**config.mk**
```make
export PLATFORM = sky130hd
export DESIGN_NAME = mem_access_ctrl_flat
export DESIGN_NICKNAME = d
export VERILOG_FILES = /design/src/rtl/mem_access_ctrl_if.sv /design/src/rtl/mem_access_ctrl.sv /design/src/flat_wrapper.sv
export SDC_FILE = /design/constraint.sdc
export NUM_CORES = 1
export LEC_CHECK = 0
export ABC_AREA = 1
export CELL_PAD_IN_SITES_DETAIL_PLACEMENT = 2
export CELL_PAD_IN_SITES_GLOBAL_PLACEMENT = 2
export CORE_MARGIN = 4
export CORE_UTILIZATION = 24
export CTS_CLUSTER_DIAMETER = 50
export DETAILED_ROUTE_END_ITERATION = 6
export HOLD_SLACK_MARGIN = 0.06
export PLACE_DENSITY_LB_ADDON = 0.1
export SYNTH_ARGS = -nofsm -noshare
export SYNTH_HDL_FRONTEND = slang
export SYNTH_SLANG_ARGS = --single-unit
```
**constraint.sdc**
```tcl
create_clock -name clk -period 4.2 [get_ports clk]
set_clock_uncertainty 0.2 [all_clocks]
set_input_delay 0.42 -clock clk [delete_from_list [all_inputs] [get_ports clk]]
set_output_delay 0.42 -clock clk [all_outputs]
set_load 0.01 [all_outputs]
```
**src/rtl/mem_access_ctrl_if.sv**
```systemverilog
// Request/response and memory-port bundle for mem_access_ctrl.
// slave = the controller, master = CPU datapath plus memory model.
`timescale 1ns/1ps
interface mem_access_ctrl_if #(
  parameter int MEM_ADDR_BITS = 10
);
  logic                     req_valid;
  logic                     req_ready;
  logic                     req_we;
  logic [1:0]               req_size;
  logic                     req_unsigned;
  logic [31:0]              req_addr;
  logic [31:0]              req_wdata;
  logic                     resp_valid;
  logic                     resp_ready;
  logic [31:0]              resp_rdata;
  logic                     resp_err;
  logic [MEM_ADDR_BITS-1:0] mem_addr;
  logic [31:0]              mem_data_in;
  logic [3:0]               mem_sel;
  logic                     mem_str;
  logic                     mem_ld;
  logic [31:0]              mem_data_out;

  modport slave (
    input  req_valid, req_we, req_size, req_unsigned, req_addr, req_wdata,
    input  resp_ready, mem_data_out,
    output req_ready, resp_valid, resp_rdata, resp_err,
    output mem_addr, mem_data_in, mem_sel, mem_str, mem_ld
  );

  modport master (
    output req_valid, req_we, req_size, req_unsigned, req_addr, req_wdata,
    output resp_ready, mem_data_out,
    input  req_ready, resp_valid, resp_rdata, resp_err,
    input  mem_addr, mem_data_in, mem_sel, mem_str, mem_ld
  );
endinterface

```
**src/rtl/mem_access_ctrl.sv**
```systemverilog
// Byte/half/word load-store controller in front of a byte-enabled word memory.
// Define MISALIGN_EXC_EN to report misaligned accesses instead of truncating the address.
//
// state  | meaning
// IDLE   | ready for a request
// ACCESS | one cycle driving the memory port from the latched request
// RESP   | holding the response until resp_ready
`timescale 1ns/1ps
module mem_access_ctrl #(
  parameter int MEM_ADDR_BITS = 10
) (
  input  logic           clk,
  input  logic           rst_n,
  mem_access_ctrl_if.slave bus
);

  typedef enum logic [1:0] {IDLE, ACCESS, RESP} state_t;

  state_t                   state, state_nx;
  logic                     r_we;
  logic                     r_uns;
  logic [1:0]               r_size;
  logic [MEM_ADDR_BITS+1:0] r_addr;
  logic [31:0]              r_wdata;
  logic [31:0]              rdata_q;
  logic                     err_q;

  logic                     is_half;
  logic                     is_word;
  logic                     blocked;
  logic [1:0]               lane;
  logic [3:0]               sel_raw;
  logic [31:0]              wdata_rep;
  logic [31:0]              shifted;
  logic [31:0]              load_val;
  logic                     unused_addr_bits;

  assign unused_addr_bits = ^bus.req_addr[31:MEM_ADDR_BITS+2];

  assign is_half = (r_size == 2'b01);
  assign is_word = r_size[1];  // reserved size 11 behaves as a word

`ifdef MISALIGN_EXC_EN
  assign blocked = (is_half & r_addr[0]) | (is_word & (|r_addr[1:0]));
`else
  assign blocked = 1'b0;
`endif

  always_comb begin
    lane      = r_addr[1:0];
    sel_raw   = 4'b0001 << r_addr[1:0];
    wdata_rep = {4{r_wdata[7:0]}};
    if (is_word) begin
      lane      = 2'b00;
      sel_raw   = 4'b1111;
      wdata_rep = r_wdata;
    end else if (is_half) begin
      lane      = {r_addr[1], 1'b0};
      sel_raw   = r_addr[1] ? 4'b1100 : 4'b0011;
      wdata_rep = {2{r_wdata[15:0]}};
    end
  end

  assign shifted = bus.mem_data_out >> {lane, 3'b000};

  always_comb begin
    load_val = bus.mem_data_out;
    if (!is_word) begin
      if (is_half)
        load_val = r_uns ? {16'h0000, shifted[15:0]} : {{16{shifted[15]}}, shifted[15:0]};
      else
        load_val = r_uns ? {24'h000000, shifted[7:0]} : {{24{shifted[7]}}, shifted[7:0]};
    end
  end

  always_comb begin
    state_nx        = state;
    bus.mem_addr    = '0;
    bus.mem_data_in = '0;
    bus.mem_sel     = '0;
    bus.mem_str     = 1'b0;
    bus.mem_ld      = 1'b0;
    case (state)
      IDLE: begin
        if (bus.req_valid) state_nx = ACCESS;
      end
      ACCESS: begin
        bus.mem_addr    = r_addr[MEM_ADDR_BITS+1:2];
        bus.mem_data_in = wdata_rep;
        if (!blocked) begin
          bus.mem_sel = sel_raw;
          bus.mem_str = r_we;
          bus.mem_ld  = ~r_we;
        end
        state_nx = RESP;
      end
      RESP: begin
        if (bus.resp_ready) state_nx = IDLE;
      end
      default: state_nx = IDLE;
    endcase
  end

  always_ff @(posedge clk or negedge rst_n) begin
    if (!rst_n) state <= IDLE;
    else        state <= state_nx;
  end

  always_ff @(posedge clk or negedge rst_n) begin
    if (!rst_n) begin
      r_we    <= 1'b0;
      r_uns   <= 1'b0;
      r_size  <= 2'b00;
      r_addr  <= '0;
      r_wdata <= '0;
    end else if (state == IDLE && bus.req_valid) begin
      r_we    <= bus.req_we;
      r_uns   <= bus.req_unsigned;
      r_size  <= bus.req_size;
      r_addr  <= bus.req_addr[MEM_ADDR_BITS+1:0];
      r_wdata <= bus.req_wdata;
    end
  end

  always_ff @(posedge clk or negedge rst_n) begin
    if (!rst_n) begin
      rdata_q <= '0;
      err_q   <= 1'b0;
    end else if (state == ACCESS) begin
      rdata_q <= (blocked || r_we) ? 32'h0 : load_val;
      err_q   <= blocked;
    end
  end

  // req_ready is gated by rst_n so it reads 0 for the whole reset window
  assign bus.req_ready  = rst_n & (state == IDLE);
  assign bus.resp_valid = (state == RESP);
  assign bus.resp_rdata = rdata_q;
  assign bus.resp_err   = err_q;

endmodule

```
**src/flat_wrapper.sv**
```systemverilog
// flat-port wrapper written by rule: the top's interface ports become plain ports
module mem_access_ctrl_flat 
#(
  parameter int MEM_ADDR_BITS = 10
)
  (clk, rst_n, bus_req_valid, bus_req_we, bus_req_size, bus_req_unsigned, bus_req_addr, bus_req_wdata, bus_resp_ready, bus_mem_data_out, bus_req_ready, bus_resp_valid, bus_resp_rdata, bus_resp_err, bus_mem_addr, bus_mem_data_in, bus_mem_sel, bus_mem_str, bus_mem_ld);
  mem_access_ctrl_if #(.MEM_ADDR_BITS(MEM_ADDR_BITS)) bus_i ();
  input  logic clk;
  input  logic rst_n;
  input wire logic [$bits(bus_i.req_valid)-1:0] bus_req_valid;
  input wire logic [$bits(bus_i.req_we)-1:0] bus_req_we;
  input wire logic [$bits(bus_i.req_size)-1:0] bus_req_size;
  input wire logic [$bits(bus_i.req_unsigned)-1:0] bus_req_unsigned;
  input wire logic [$bits(bus_i.req_addr)-1:0] bus_req_addr;
  input wire logic [$bits(bus_i.req_wdata)-1:0] bus_req_wdata;
  input wire logic [$bits(bus_i.resp_ready)-1:0] bus_resp_ready;
  input wire logic [$bits(bus_i.mem_data_out)-1:0] bus_mem_data_out;
  output wire logic [$bits(bus_i.req_ready)-1:0] bus_req_ready;
  output wire logic [$bits(bus_i.resp_valid)-1:0] bus_resp_valid;
  output wire logic [$bits(bus_i.resp_rdata)-1:0] bus_resp_rdata;
  output wire logic [$bits(bus_i.resp_err)-1:0] bus_resp_err;
  output wire logic [$bits(bus_i.mem_addr)-1:0] bus_mem_addr;
  output wire logic [$bits(bus_i.mem_data_in)-1:0] bus_mem_data_in;
  output wire logic [$bits(bus_i.mem_sel)-1:0] bus_mem_sel;
  output wire logic [$bits(bus_i.mem_str)-1:0] bus_mem_str;
  output wire logic [$bits(bus_i.mem_ld)-1:0] bus_mem_ld;
  assign bus_i.req_valid = bus_req_valid;
  assign bus_i.req_we = bus_req_we;
  assign bus_i.req_size = bus_req_size;
  assign bus_i.req_unsigned = bus_req_unsigned;
  assign bus_i.req_addr = bus_req_addr;
  assign bus_i.req_wdata = bus_req_wdata;
  assign bus_i.resp_ready = bus_resp_ready;
  assign bus_i.mem_data_out = bus_mem_data_out;
  assign bus_req_ready = bus_i.req_ready;
  assign bus_resp_valid = bus_i.resp_valid;
  assign bus_resp_rdata = bus_i.resp_rdata;
  assign bus_resp_err = bus_i.resp_err;
  assign bus_mem_addr = bus_i.mem_addr;
  assign bus_mem_data_in = bus_i.mem_data_in;
  assign bus_mem_sel = bus_i.mem_sel;
  assign bus_mem_str = bus_i.mem_str;
  assign bus_mem_ld = bus_i.mem_ld;
  mem_access_ctrl #(.MEM_ADDR_BITS(MEM_ADDR_BITS)) u_core (.clk(clk), .rst_n(rst_n), .bus(bus_i));
endmodule
```
==> flow_summary.ini <==
[worst_setup_path]
slowest_stage = dfrtp_1
cp-end-kind = output pin
critPathBufInv = 2
crit_chain = nor2_4, nand2_4, inv_1, nor2_1, clkdlybuf4s50_1
crit_family = simple AND/OR/NAND/NOR gates
path_max_fanout = 25
worstPathArrival_ps = 2880
cp-start-kind = flip-flop
max_stage_delay_ps = 730
reg2reg_slack_ps = 1130
critPathKind = reg -> out
cp.required_ps = 3580

[cts]
cts_tree = built
clk_pin_slew_ps = 60
cts-resized-gates = 0
post-cts-setup-buffer-count = 0
cts.sinks = 82
clkLatencyLatePin_ps = 340
cts_buffers = 9
clockBufferDepth = 2
htreeDepth = 3
cts_hold_buf = 1
cts-root-buf = clkbuf_16

[grt]
grt_util_all_layers_pct = 17.7
grt_max_degree = 65
antenna_found_initial = 0
grt_pass1_vias = 5024
grt_first_pass_wirelength_um = 27900
overflow = 0

[cells_and_area]
final_nets = 835
final_cells = 961
final_cell_area_mm2 = 0.00644
utilization_pct = 37.0
area_growth_pct = 50.4
antenna_cells = 0
layout-drive-gt1-share_pct = 4.89

[logic_synthesis]
syn_area_mm2 = 0.00428
ys_ff_latch = 82
ys_types = 30
syn_nets = 688
ys.flop_type = dfrtp_1
synth_edf_count = 0
ys_async_sr_fraction_pct = 100
seq_area_frac_synth_pct = 47.9
yosysWarnings = 0
synthCells = 584
avgSynthCellArea_um2 = 7.33

[timing]
fmax_mhz = 286
finalCritPeriodShare_pct = 83.4
report.final.slew_viol_count = 0
finalSetupViolCount = 0
tns_ps = 0
worst_pin_slew_ps = 949
maxSlewHeadroom_pct = 36.7
finalHoldViolations = 0
fin_crit_ps = 3500
rsz0062_at_grt = no

[routing]
routed_via_density = 4.68
routed_wirelength_um = 17700
wl_per_cell_um = 18.4
drt_iter0_drc = 156
remaining_drc_errors = 0
drtAntennaViolNets = 0
vias = 4497
drt_first_pass_iters = 4

[power_and_ir_drop]
p_comb_share_pct = 49.7
p_seq_share_pct = 31.0
power_w = 0.00459
leakagePower_nw = 2.97
powerDensity_mw_per_mm2 = 713
p_switching_w = 0.00194
pwr-share-clk_pct = 19.4
p_sw_share_pct = 42.3
ir_drop_mv = 0.242
p_int_w = 0.00265

[placed_design]
placedCellCount = 944
place_congestion = 0.831
hpwl_um = 13100
numPortBuffers = 165
postPlaceCellArea_mm2 = 0.00610

[floorplan]
core_area_mm2 = 0.0174
die_w_um = 142
rows = 48
pin_count = 187
die_y_um = 142
start_util_pct = 24.6
die_area_mm2 = 0.0200

[run_status]
status = complete, no violations

[min_path]
hold_path_class = reg -> reg

[run]
maxCapViolCount = 0
-- kinds of logic (layout without fill, tap and decap cells) --
group | after synthesis | count (layout) | synth area share [%]
AND/OR/NAND/NOR | 307 | 307 | 29.8
other | 1 | 1 | 0.0876
AO/OA/AOI/OAI | 106 | 106 | 13.5
buffers and inverters | 88 | 240 | 8.65
flip-flops | 82 | 82 | 47.9
-- layout make-up --
class | instances | area [um2]
Tap cell | 225 | 282
Sequential cell | 82 | 2050
Fill cell | 2005 | 11000
Multi-Input combinational cell | 414 | 1860
Inverter | 51 | 191
Clock inverter | 4 | 73.8
Clock buffer | 12 | 256
Timing Repair Buffer | 173 | 1720
-- cells in the final DEF (no fill, tap or decap), types with 6 or more instances in the layout --
cell type,synthesis,final
buf_4,4,7
nand4_1,17,17
o21ai_0,50,50
clkdlybuf4s50_1,0,164
clkbuf_16,0,9
o211ai_1,6,6
inv_1,47,47
o22ai_1,7,7
nor2_1,61,61
dfrtp_1,82,82
a21oi_1,31,31
nand3_1,21,21
nand2_1,193,193
-- synthesized netlist by cell type (3+ instances only) --
cell type	count	area share [%]
a21oi_1	31	3.6
buf_1	3	0.26
buf_2	7	0.82
buf_4	4	0.70
clkbuf_1	20	1.8
dfrtp_1	82	48
inv_1	47	4.1
inv_2	4	0.35
nand2_1	193	17
nand2_2	4	0.58
nand3_1	21	2.5
nand4_1	17	2.5
nor2_1	61	5.3
nor3_1	4	0.47
o2111ai_1	4	0.82
o211ai_1	6	1.1
o21ai_0	50	5.8
o21ai_1	4	0.47
o22ai_1	7	1.0
o31ai_1	3	0.53
-- worst register-to-register path: cells and delay by family (launching register included) --
| family | cells | cell delay, ps |
|---|---|---|
| AO/OA/AOI/OAI | 1 | 130 |
| AND/OR/NAND/NOR | 7 | 1900 |
| flip-flops | 1 | 730 |
-- power groups by stage --
stage | clock, W | sequential, W | combinational (W)
floorplan | 0 | 0.00139 | 0.00126
global placement | 0 | 0.00141 | 0.00226
detailed placement | 0 | 0.00143 | 0.00233
CTS | 0.000916 | 0.00143 | 0.00234
global route | 0.000959 | 0.00147 | 0.00255
finish | 0.000889 | 0.00142 | 0.00228
-- per-stage QoR --
| stage | hold WS [ps] | worst slack [ps] |
|---|---|---|
| 3_5_place_dp | 123 | 1070 |
| 4_1_cts | 287 | 674 |
| 5_1_grt | 300 | 491 |
| 6_report | 279 | 698 |
| 3_3_place_gp | 117 | 1030 |
| 2_1_floorplan | -75.6 | 2380 |
-- flip-flops by register name, indices dropped and copies added (netlist names) --
| register | flops |
|---|---|
| u_core.bus.resp_rdata | 32 |
| u_core.r_wdata | 32 |
| u_core.r_addr | 12 |
| u_core.r_size | 2 |
| u_core.state | 2 |
| u_core.r_uns | 1 |
| u_core.r_we | 1 |
-- final timing paths --
kind                                                  end                       from  cells past startpoint
worst max-delay path                       bus_mem_sel[2]           u_core.r_size[1]                      5
worst min-delay path            u_core.bus.resp_rdata[20]  u_core.bus.resp_rdata[20]                      2
worst max register to register  u_core.bus.resp_rdata[14]           u_core.r_size[1]                      8
worst min register to register  u_core.bus.resp_rdata[20]  u_core.bus.resp_rdata[20]                      2
max in group asynchronous        u_core.bus.resp_rdata[9]                      rst_n                      3
min in group asynchronous                 u_core.state[1]                      rst_n                      2
-- routing by layer --
layer	up-vias	track usage (%)	share of wire, %
met5	-	0	0
met4	0	6.41	2.3
met3	22	4.31	5.4
met2	114	29.8	49
met1	2193	22.1	43
li1	2168	-	-
Note: power is estimated with default switching activity, not from simulation.
==> edit: new RTL, config.mk and constraints unchanged <==
`MEM_ADDR_BITS` is set to 10 in 3 places; all go to 11.
--- a/src/rtl/mem_access_ctrl_if.sv
+++ b/src/rtl/mem_access_ctrl_if.sv
@@ -4,3 +4,3 @@
 interface mem_access_ctrl_if #(
-  parameter int MEM_ADDR_BITS = 10
+  parameter int MEM_ADDR_BITS = 11
 );
--- a/src/rtl/mem_access_ctrl.sv
+++ b/src/rtl/mem_access_ctrl.sv
@@ -9,3 +9,3 @@
 module mem_access_ctrl #(
-  parameter int MEM_ADDR_BITS = 10
+  parameter int MEM_ADDR_BITS = 11
 ) (
--- a/src/flat_wrapper.sv
+++ b/src/flat_wrapper.sv
@@ -3,3 +3,3 @@
 #(
-  parameter int MEM_ADDR_BITS = 10
+  parameter int MEM_ADDR_BITS = 11
 )
Interface: changed (resized bus_mem_addr); port bits go from 187 to 188. No check against the original RTL was run, so the function may have changed too.
==> edit against the original RTL <==
Power is 1.9% lower. Area after synthesis up 1.4%. Final cell count grew 0.73%. Utilization fell by 0.22 points. Routed wire length fell by 0.25%. Largest power group unchanged. Sequential cell count grew 1. Design area about the same. Setup slack better by 0.35 ns. Critical endpoint unchanged. Synthesized cell count increased by 0.86%.
==> edit: results (changes against the original RTL) <==
[layout]
nets = 842  ; +0.84%
num-fill-cells = 1997  ; -0.40%
drive_above_1_share_pct = 4.85  ; -0.046 points

[synthesis]
syn-num-nets = 693  ; +0.73%
synthTopCellsByArea = dfrtp_1, nand2_1, o21ai_0
yosysUniqueCellTypes = 28  ; -6.7%
avgSynthCellArea_um2 = 7.37  ; +0.57%
yosysWarnings = 0  ; unchanged
seq_area_frac_synth_pct = 47.8  ; -0.10 points
synthTopCellsByCount = nand2_1, dfrtp_1, nor2_1, o21ai_0, inv_1

[global_route]
grt_max_degree = 76  ; +17%
antenna_found_initial = 2  ; +2
grt_pass1_wl_um = 27900  ; +0.18%
grt_pass1_vias = 5055  ; +0.62%
grt_use_total_pct = 17.5  ; -0.26 points

[placed_design]
dp.cells = 951  ; +0.74%
port_buffers = 167  ; +1.2%
place_congestion = 0.757  ; -8.9%
dp_hpwl_um = 12800  ; -2.6%
dp_slack_ns = 1.37  ; +0.307 ns

[clocking]
clk_pin_slew_ns = 0.06  ; about the same
cts_buffers = 9  ; unchanged
cts.path.max_buffers = 2  ; unchanged
cts_resized = 0  ; unchanged
cts_max_level = 3  ; unchanged

[worst_setup_path]
cp.arrival_ns = 2.53  ; -0.35 ns
reg2reg_to = u_core.bus.resp_rdata[24]
cp_max_fo = 21  ; -16%
r2r_setup_slack_ns = 1.74  ; +0.61 ns
worstReg2RegStart = u_core.r_size[0]

[outcome]
status = finished clean

[power]
power.static_leakage_nw = 2.97  ; -0.19%
ir_drop_mv = 0.290  ; +20%
p_sw_share_pct = 43.6  ; +1.3 points
p_switching_mw = 1.96  ; +1.1%
p_clk_mw = 0.763  ; -14%
seq_power_mw = 1.39

[route]
finalWirelength_um = 17600  ; -0.25%
routedWlPerCell_um = 18.2  ; -0.97%
via_count = 4516  ; +0.42%
drtIter0Drc = 158  ; +1.3%

[timing]
hold-worst-slack_ns = 0.274  ; -0.00512 ns
worstMarginPinSlew_ns = 1.19  ; +0.238 ns

[hold_path]
holdPathEnd = u_core.r_wdata[16]
hold_start = u_core.r_wdata[16]

-- edit: through the flow --
stage,utilization (%),instance area (um^2)
after floorplan,-,4340
after global routing,36.7,6440
after global placement,35.1,6160
final,36.7,6440
after detailed placement,35.1,6160
after CTS,36.7,6440
-- edit: logic make-up after synthesis --
kind of cell	Yosys count	synth area share (%)
DFF	83	47.8
other	1	0.0864
AOI/OAI and AO/OA	103	13.3
buffers and inverters	88	8.76
and+or+nand+nor	314	30.0
-- edit: layout make-up --
type,count,share of cell area [%]
Tap cell,225,4.37
Clock inverter,3,0.369
Sequential cell,83,32.2
Clock buffer,13,3.88
Inverter,51,2.97
Multi-Input combinational cell,418,29.3
Timing Repair Buffer,175,26.9
-- edit: worst max-delay path by stage --
stage	startpoint	end	slack [ns]	cells after the start
floorplan	u_core.state[1]	bus_mem_data_in[29]	2.32	6
global placement	u_core.r_size[0]	bus_mem_sel[2]	1.41	5
detailed placement	bus_req_valid	u_core.r_addr[4]	1.37	5
CTS	u_core.r_size[0]	bus_mem_sel[2]	1.00	5
global route	u_core.r_size[0]	bus_mem_sel[2]	0.86	5
finish	u_core.r_size[0]	bus_mem_sel[2]	1.05	5
-- edit: critical path: stages, from the launching register on --
cell             delay (ns)
dfrtp_1                0.40
nor2_4                 0.39
nand2_2                0.37
inv_1                  0.39
nor2_1                 0.13
clkdlybuf4s50_1        0.50
-- edit: routing by layer --
layer,vias up,global-route usage [%],share of wire [%]
met1,2213,23.3,46
met4,4,4.35,1.0
met3,15,3.90,5.1
met5,-,0,0.12
li1,2179,-,-
met2,105,28.8,47
